<file path="src/rtl/fp_wb_scoreboard.sv">
// fp_wb_scoreboard
//   Controller for the FP register file. It does three jobs:
//   - A scoreboard with one bit per FP register, marking registers that have
//     a write outstanding, plus a count of outstanding writes. Issue stalls
//     on RAW and WAW hazards and when the count is full.
//   - A round-robin arbiter that gives the single regfile write port to
//     either the FPU result path or the FP load path.
//   - A registered write port (fregwrite_o/frd_o/writeback_data_o) driven
//     one cycle after the accepting handshake.
//
// Ports
//   clk_i, rst_ni              clock, asynchronous active-low reset
//   issue_*                    decode/issue request; issue_ready_o is combinational
//   fpu_wb_*                   FPU result request / accept
//   lsu_wb_*                   FP load data request / accept
//   fregwrite_o, frd_o,
//   writeback_data_o           registered regfile write port
//   busy_o                     scoreboard bits, bit i = write pending to reg i
//   out_cnt_o                  number of outstanding FP writes
//   last_grant_lsu_o           arbiter state: 1 = LSU was granted last
//
// Handshakes: a transfer happens on a rising edge where both valid and
// ready are high. A requester holds valid and its payload stable until it
// sees ready. issue_ready_o, fpu_wb_ready_o and lsu_wb_ready_o are
// combinational. The write-path readies do not depend on their own valid;
// exactly one of them is high in every cycle.
module fp_wb_scoreboard #(
  parameter int XLEN    = 32,
  parameter int AW      = 5,
  parameter int MAX_OUT = 8,
  localparam int NREGS  = 2 ** AW,
  localparam int CW     = $clog2(MAX_OUT + 1)
) (
  input  logic              clk_i,
  input  logic              rst_ni,
  input  logic              issue_valid_i,
  input  logic              issue_wr_i,
  input  logic [AW-1:0]     issue_frd_i,
  input  logic [3*AW-1:0]   issue_fs_i,
  input  logic [2:0]        issue_use_i,
  output logic              issue_ready_o,
  input  logic              fpu_wb_valid_i,
  input  logic [AW-1:0]     fpu_wb_frd_i,
  input  logic [XLEN-1:0]   fpu_wb_data_i,
  output logic              fpu_wb_ready_o,
  input  logic              lsu_wb_valid_i,
  input  logic [AW-1:0]     lsu_wb_frd_i,
  input  logic [XLEN-1:0]   lsu_wb_data_i,
  output logic              lsu_wb_ready_o,
  output logic              fregwrite_o,
  output logic [AW-1:0]     frd_o,
  output logic [XLEN-1:0]   writeback_data_o,
  output logic [NREGS-1:0]  busy_o,
  output logic [CW-1:0]     out_cnt_o,
  output logic              last_grant_lsu_o
);

  logic [NREGS-1:0] busy_q, busy_d;
  logic [CW-1:0]    cnt_q, cnt_d;
  logic             last_lsu_q, last_lsu_d;
  logic             fregwrite_q, fregwrite_d;
  logic [AW-1:0]    frd_q, frd_d;
  logic [XLEN-1:0]  data_q, data_d;

  logic [AW-1:0] fs1, fs2, fs3;
  logic          src_hazard, waw_hazard, cnt_full;
  logic          issue_fire;
  logic          grant_lsu;
  logic          fpu_acc, lsu_acc;
  logic          cnt_inc, cnt_dec;

  // Issue hazard check
  assign fs1 = issue_fs_i[AW-1:0];
  assign fs2 = issue_fs_i[2*AW-1:AW];
  assign fs3 = issue_fs_i[3*AW-1:2*AW];

  assign src_hazard = (issue_use_i[0] & busy_q[fs1])
                    | (issue_use_i[1] & busy_q[fs2])
                    | (issue_use_i[2] & busy_q[fs3]);
  assign waw_hazard = issue_wr_i & busy_q[issue_frd_i];
  assign cnt_full   = issue_wr_i & (cnt_q == CW'(MAX_OUT));

  assign issue_ready_o = ~(src_hazard | waw_hazard | cnt_full);
  assign issue_fire    = issue_valid_i & issue_ready_o & issue_wr_i;

  // Write-port arbiter. The side not granted last is preferred; a lone
  // valid requester always wins. With no requester the port is parked on
  // the preferred side so that exactly one ready is high.
  always_comb begin
    grant_lsu = 1'b0;
    if (lsu_wb_valid_i && !fpu_wb_valid_i) begin
      grant_lsu = 1'b1;
    end else if (lsu_wb_valid_i == fpu_wb_valid_i) begin
      grant_lsu = ~last_lsu_q;
    end
  end

  assign fpu_wb_ready_o = ~grant_lsu;
  assign lsu_wb_ready_o = grant_lsu;
  assign fpu_acc        = fpu_wb_valid_i & ~grant_lsu;
  assign lsu_acc        = lsu_wb_valid_i & grant_lsu;

  // Registered write port and arbiter history
  always_comb begin
    fregwrite_d = fpu_acc | lsu_acc;
    frd_d       = frd_q;
    data_d      = data_q;
    last_lsu_d  = last_lsu_q;
    if (fpu_acc) begin
      frd_d      = fpu_wb_frd_i;
      data_d     = fpu_wb_data_i;
      last_lsu_d = 1'b0;
    end else if (lsu_acc) begin
      frd_d      = lsu_wb_frd_i;
      data_d     = lsu_wb_data_i;
      last_lsu_d = 1'b1;
    end
  end

  // Scoreboard. The commit clear is applied before the issue set so that
  // a simultaneous set and clear of one register leaves it busy.
  always_comb begin
    busy_d = busy_q;
    if (fregwrite_q) begin
      busy_d[frd_q] = 1'b0;
    end
    if (issue_fire) begin
      busy_d[issue_frd_i] = 1'b1;
    end
  end

  // Outstanding count; a commit with nothing outstanding leaves it at zero.
  assign cnt_inc = issue_fire;
  assign cnt_dec = fregwrite_q & (cnt_q != '0);

  always_comb begin
    cnt_d = cnt_q;
    if (cnt_inc && !cnt_dec) begin
      cnt_d = cnt_q + CW'(1);
    end else if (cnt_dec && !cnt_inc) begin
      cnt_d = cnt_q - CW'(1);
    end
  end

  always_ff @(posedge clk_i or negedge rst_ni) begin
    if (!rst_ni) begin
      busy_q      <= '0;
      cnt_q       <= '0;
      last_lsu_q  <= 1'b1;
      fregwrite_q <= 1'b0;
      frd_q       <= '0;
      data_q      <= '0;
    end else begin
      busy_q      <= busy_d;
      cnt_q       <= cnt_d;
      last_lsu_q  <= last_lsu_d;
      fregwrite_q <= fregwrite_d;
      frd_q       <= frd_d;
      data_q      <= data_d;
    end
  end

  assign fregwrite_o      = fregwrite_q;
  assign frd_o            = frd_q;
  assign writeback_data_o = data_q;
  assign busy_o           = busy_q;
  assign out_cnt_o        = cnt_q;
  assign last_grant_lsu_o = last_lsu_q;

endmodule

</file>
<file path="config.mk">
export PLATFORM = sky130hd
export DESIGN_NAME = fp_wb_scoreboard
export DESIGN_NICKNAME = d
export VERILOG_FILES = /design/src/rtl/fp_wb_scoreboard.sv
export SDC_FILE = /design/constraint.sdc
export NUM_CORES = 1
export LEC_CHECK = 0
export CAP_MARGIN = 20
export CELL_PAD_IN_SITES_DETAIL_PLACEMENT = 1
export CELL_PAD_IN_SITES_GLOBAL_PLACEMENT = 1
export CORE_UTILIZATION = 30
export DETAILED_ROUTE_END_ITERATION = 10
export GPL_ROUTABILITY_DRIVEN = 0
export GPL_TIMING_DRIVEN = 0
export PLACE_DENSITY_LB_ADDON = 0.1
export SLEW_MARGIN = 40
export SYNTH_ARGS = -nofsm -noshare
export SYNTH_HDL_FRONTEND = slang
export SYNTH_SLANG_ARGS = --single-unit
</file>
<file path="constraint.sdc">
create_clock -name clk_i -period 4.5 [get_ports clk_i]
set_clock_uncertainty 0.2 [all_clocks]
set_input_delay 1.35 -clock clk_i [delete_from_list [all_inputs] [get_ports clk_i]]
set_output_delay 1.35 -clock clk_i [all_outputs]
set_load 0.02 [all_outputs]
</file>
==> impl_metrics.env <==
export IMPL_num_antenna_cells=0
export IMPL_violations="setup timing"
export IMPL_synth_compound_area_share_pct=13.33
export IMPL_wl_per_cell_um=20.22
export IMPL_p_seq_share_pct=32.5
export IMPL_crit_buf_inv=3
export IMPL_min_delay_path_depth=2
export IMPL_start_util_pct=30.99
export IMPL_p_comb_share_pct=46.3
export IMPL_routed_wirelength_mm=18.56
export IMPL_drcViolationCount=0
export IMPL_fin_cells=918
export IMPL_yosys_warnings=0
export IMPL_die_h_um=130.8
export IMPL_switching_share_pct=39.16
export IMPL_crit_required_ps=2950
export IMPL_drt_antenna_violating_nets=0
export IMPL_grt_pass1_vias=5177
export IMPL_clk_pin_slew_ps=50
export IMPL_relSlewSlack_pct=54.04
export IMPL_syn_avg_cell_area_um2=9.757
export IMPL_design_core_area_um2=16060
export IMPL_hold_viol_final=0
export IMPL_power_density_nw_per_um2=498.3
export IMPL_final_max_slew_viol_count=0
export IMPL_regArea_um2=1878
export IMPL_synth_top_cell_area_share_pct=37.21
export IMPL_grtUsageTotal_pct=22.28
export IMPL_setup_tns_ps=-253.7
export IMPL_cts_root_buf="clkbuf_16"
export IMPL_layout_setup_ws_ps=-253.7
export IMPL_min_to="writeback_data_o[16]"
export IMPL_io_pins=181
export IMPL_io_buffers=170
export IMPL_finalCriticalPeriod_ps=4754
export IMPL_placedInstanceArea_um2=7069
export IMPL_ys_flop_type="dfrtp_1"
export IMPL_firstDrtPassIters=5
export IMPL_syn_area_um2=4976
export IMPL_multiInputGateArea_um2=2913
export IMPL_nFillCells=1744
export IMPL_clockBufferDepth=2
export IMPL_synth_seq_cells=75
export IMPL_yosysSeqAreaShare_pct=37.74
export IMPL_synth_cell_types=50
export IMPL_outcome="finished with violations"
export IMPL_crit_chain="buf_6 > mux4_2 > mux2_4 > o31ai_4 > a31o_2 > o32ai_4 > buf_6 > nor3b_4 > buf_6"
export IMPL_grt_max_degree=49
export IMPL_timing_fmax_mhz=210.4
export IMPL_critPathCaptureType="output port"
export IMPL_htree_levels=3
export IMPL_vias_per_cell=5.382
export IMPL_worst_pin_slew_ps=689.4
export IMPL_dp_cells=897
export IMPL_grt_pass1_wl_mm=28.53
export IMPL_ys_top_cells_by_count="77 x o21ai_0, 74 x dfrtp_1, 56 x mux2i_1"
export IMPL_clock_latency_ps=340
export IMPL_rsz0062_at_grt="yes"
export IMPL_die_x_um=130.8
export IMPL_dp_hpwl_mm=14.12
export IMPL_power_frac_clock_pct=21.1
export IMPL_crit_arrival_ps=3200
export IMPL_hold_start="writeback_data_o[16]"
export IMPL_cts_sinks=75
export IMPL_netlist_top_cells_area="dfrtp_1 37%, mux2i_1 11%, mux4_2 10%"
export IMPL_rr_startpoint="busy_o[1]"
export IMPL_holdWs_ps=279.6
export IMPL_numCtsBuffers=9
export IMPL_crit_type="in -> out"
export IMPL_final_cell_area_um2=7517
export IMPL_synth_most_common_cell="o21ai_0"
export IMPL_p_total_uw=3746
export IMPL_synth_async_reset_ratio_pct=100.0
export IMPL_die_area_um2=17110
export IMPL_areaGrowthSynthToFinish_pct=51.07
export IMPL_finalCritPeriodShare_pct=105.6
export IMPL_vias=4941
export IMPL_cp_max_fo=7
export IMPL_p_int_uw=2279
export IMPL_setup_viol=1
export IMPL_hold_class="reg -> reg"
export IMPL_layout_drive_gt1_share_pct=15.67
export IMPL_yosys_area_share_simple_pct=16.87
export IMPL_drtIter0Drc=256
export IMPL_synth_xor_area_share_pct=0.7040
export IMPL_slowest_delay_ps=500
export IMPL_std_cell_rows=46
export IMPL_peakVddDrop_mv=0.1756
export IMPL_worst_r2r_path_depth=16
export IMPL_cp_startpoint="issue_fs_i[2]"
export IMPL_tritoncts="done"
export IMPL_power_leakage_uw=0.003001
export IMPL_worstSetupStartpointType="input pin"
export IMPL_synth_area_leader_cell="dfrtp_1"
export IMPL_synth_top_family_by_area="multiplexers"
export IMPL_synthMuxAreaShare_pct=23.86
export IMPL_antenna_found_initial=0
export IMPL_synth_fp_nets=619
export IMPL_cpMaxStageDelayCell="mux4_2"
export IMPL_synth_adder_area_share_pct=1.660
export IMPL_gr_total_overflow=0
export IMPL_p_switching_uw=1467
export IMPL_r2r_end="out_cnt_o[3]"
export IMPL_nets=807
export IMPL_critical_path_top_delay_family="multiplexers"
export IMPL_synth_enable_flop_cells=0
export IMPL_reg2reg_slack_ps=740
export IMPL_ctsHoldBuffers=0
export IMPL_synthCells=510
export IMPL_cp_common_cell="buf_6"
export IMPL_max_cap_viol_count=0
-- worst min-delay path, cell delays in order, from the launching register on --
cell and delay [ps]:
dfrtp_1 340, nand2_1 50, o21ai_0 60
-- cell families after synthesis --
family | after synthesis
compound gates | 122
xor+xnor | 4
fa+ha+maj | 6
buf+inv | 55
flops | 75
mux | 87
simple gates | 161
-- routing by layer --
metal,vias up,part of all wire [%],global-route usage [%],wire [um]
met4,0,2.5,9.669,456
met2,229,49,37.72,9144
met5,-,0,0,0
met1,2414,40,27.17,7452
li1,2264,-,-,-
met3,34,8.1,5.049,1509
-- cell type report --
cell class	instances	area share, %
buffer	43	3.961
clock buffer	11	3.362
clock inverter	4	0.9820
inverter	9	0.4494
multi-input combinational	380	38.75
sequential	75	24.98
tap	216	3.595
timing repair buffer	180	23.92
-- worst max path at each step --
stage	endpoint	cells past startpoint
floorplan	issue_ready_o	7
global placement	issue_ready_o	10
detailed placement	issue_ready_o	10
global route	issue_ready_o	9
finish	issue_ready_o	9
CTS	issue_ready_o	9
-- sequential cells by signal, summed over array words and instances (netlist names) --
signal and flops:
busy_o 32, frd_o 5, fregwrite_o 1, last_grant_lsu_o 1
out_cnt_o 4, writeback_data_o 32
-- power groups by stage --
stage                     clock [uW]  sequential (uW)  combinational, uW
final                            792             1220               1740
after global routing             832             1250               1860
after CTS                        806             1210               1740
after detailed placement           0             1220               1690
after global placement             0             1220               1660
after floorplan                    0             1320                742
-- stage by stage --
step	utilization, %	worst slack (ps)
6_report	46.81	-253.7
5_1_grt	46.81	-328.1
4_1_cts	46.65	-238.1
3_5_place_dp	44.02	-1316
3_3_place_gp	43.84	-1295
2_1_floorplan	-	-121.2
-- cell usage in the layout (no fill, tap or decap), types with 6 or more instances in the layout --
cell / synthesis / layout
dfrtp_1: 74 / 74
buf_4: 3 / 11
mux4_2: 22 / 24
buf_2: 13 / 7
clkdlybuf4s50_1: 0 / 162
clkbuf_16: 0 / 9
nor2_1: 37 / 37
buf_6: 3 / 9
inv_1: 9 / 8
nand3b_1: 10 / 10
mux2i_1: 56 / 56
o21ai_1: 29 / 30
nor3_1: 6 / 6
clkbuf_1: 21 / 16
nand2_1: 43 / 43
nand4_1: 32 / 32
o21ai_0: 77 / 76
-- timing repair --
item | CTS | global route
buffers inserted | 6 | 2
cloned | 1 | 0
pin swaps | 8 | 4
endpoints found under the hold margin | 0 | 0
endpoints found under the setup margin | 6 | 3
gates resized for setup | 35 | 10
No activity file was read; power rests on OpenSTA's default activity.
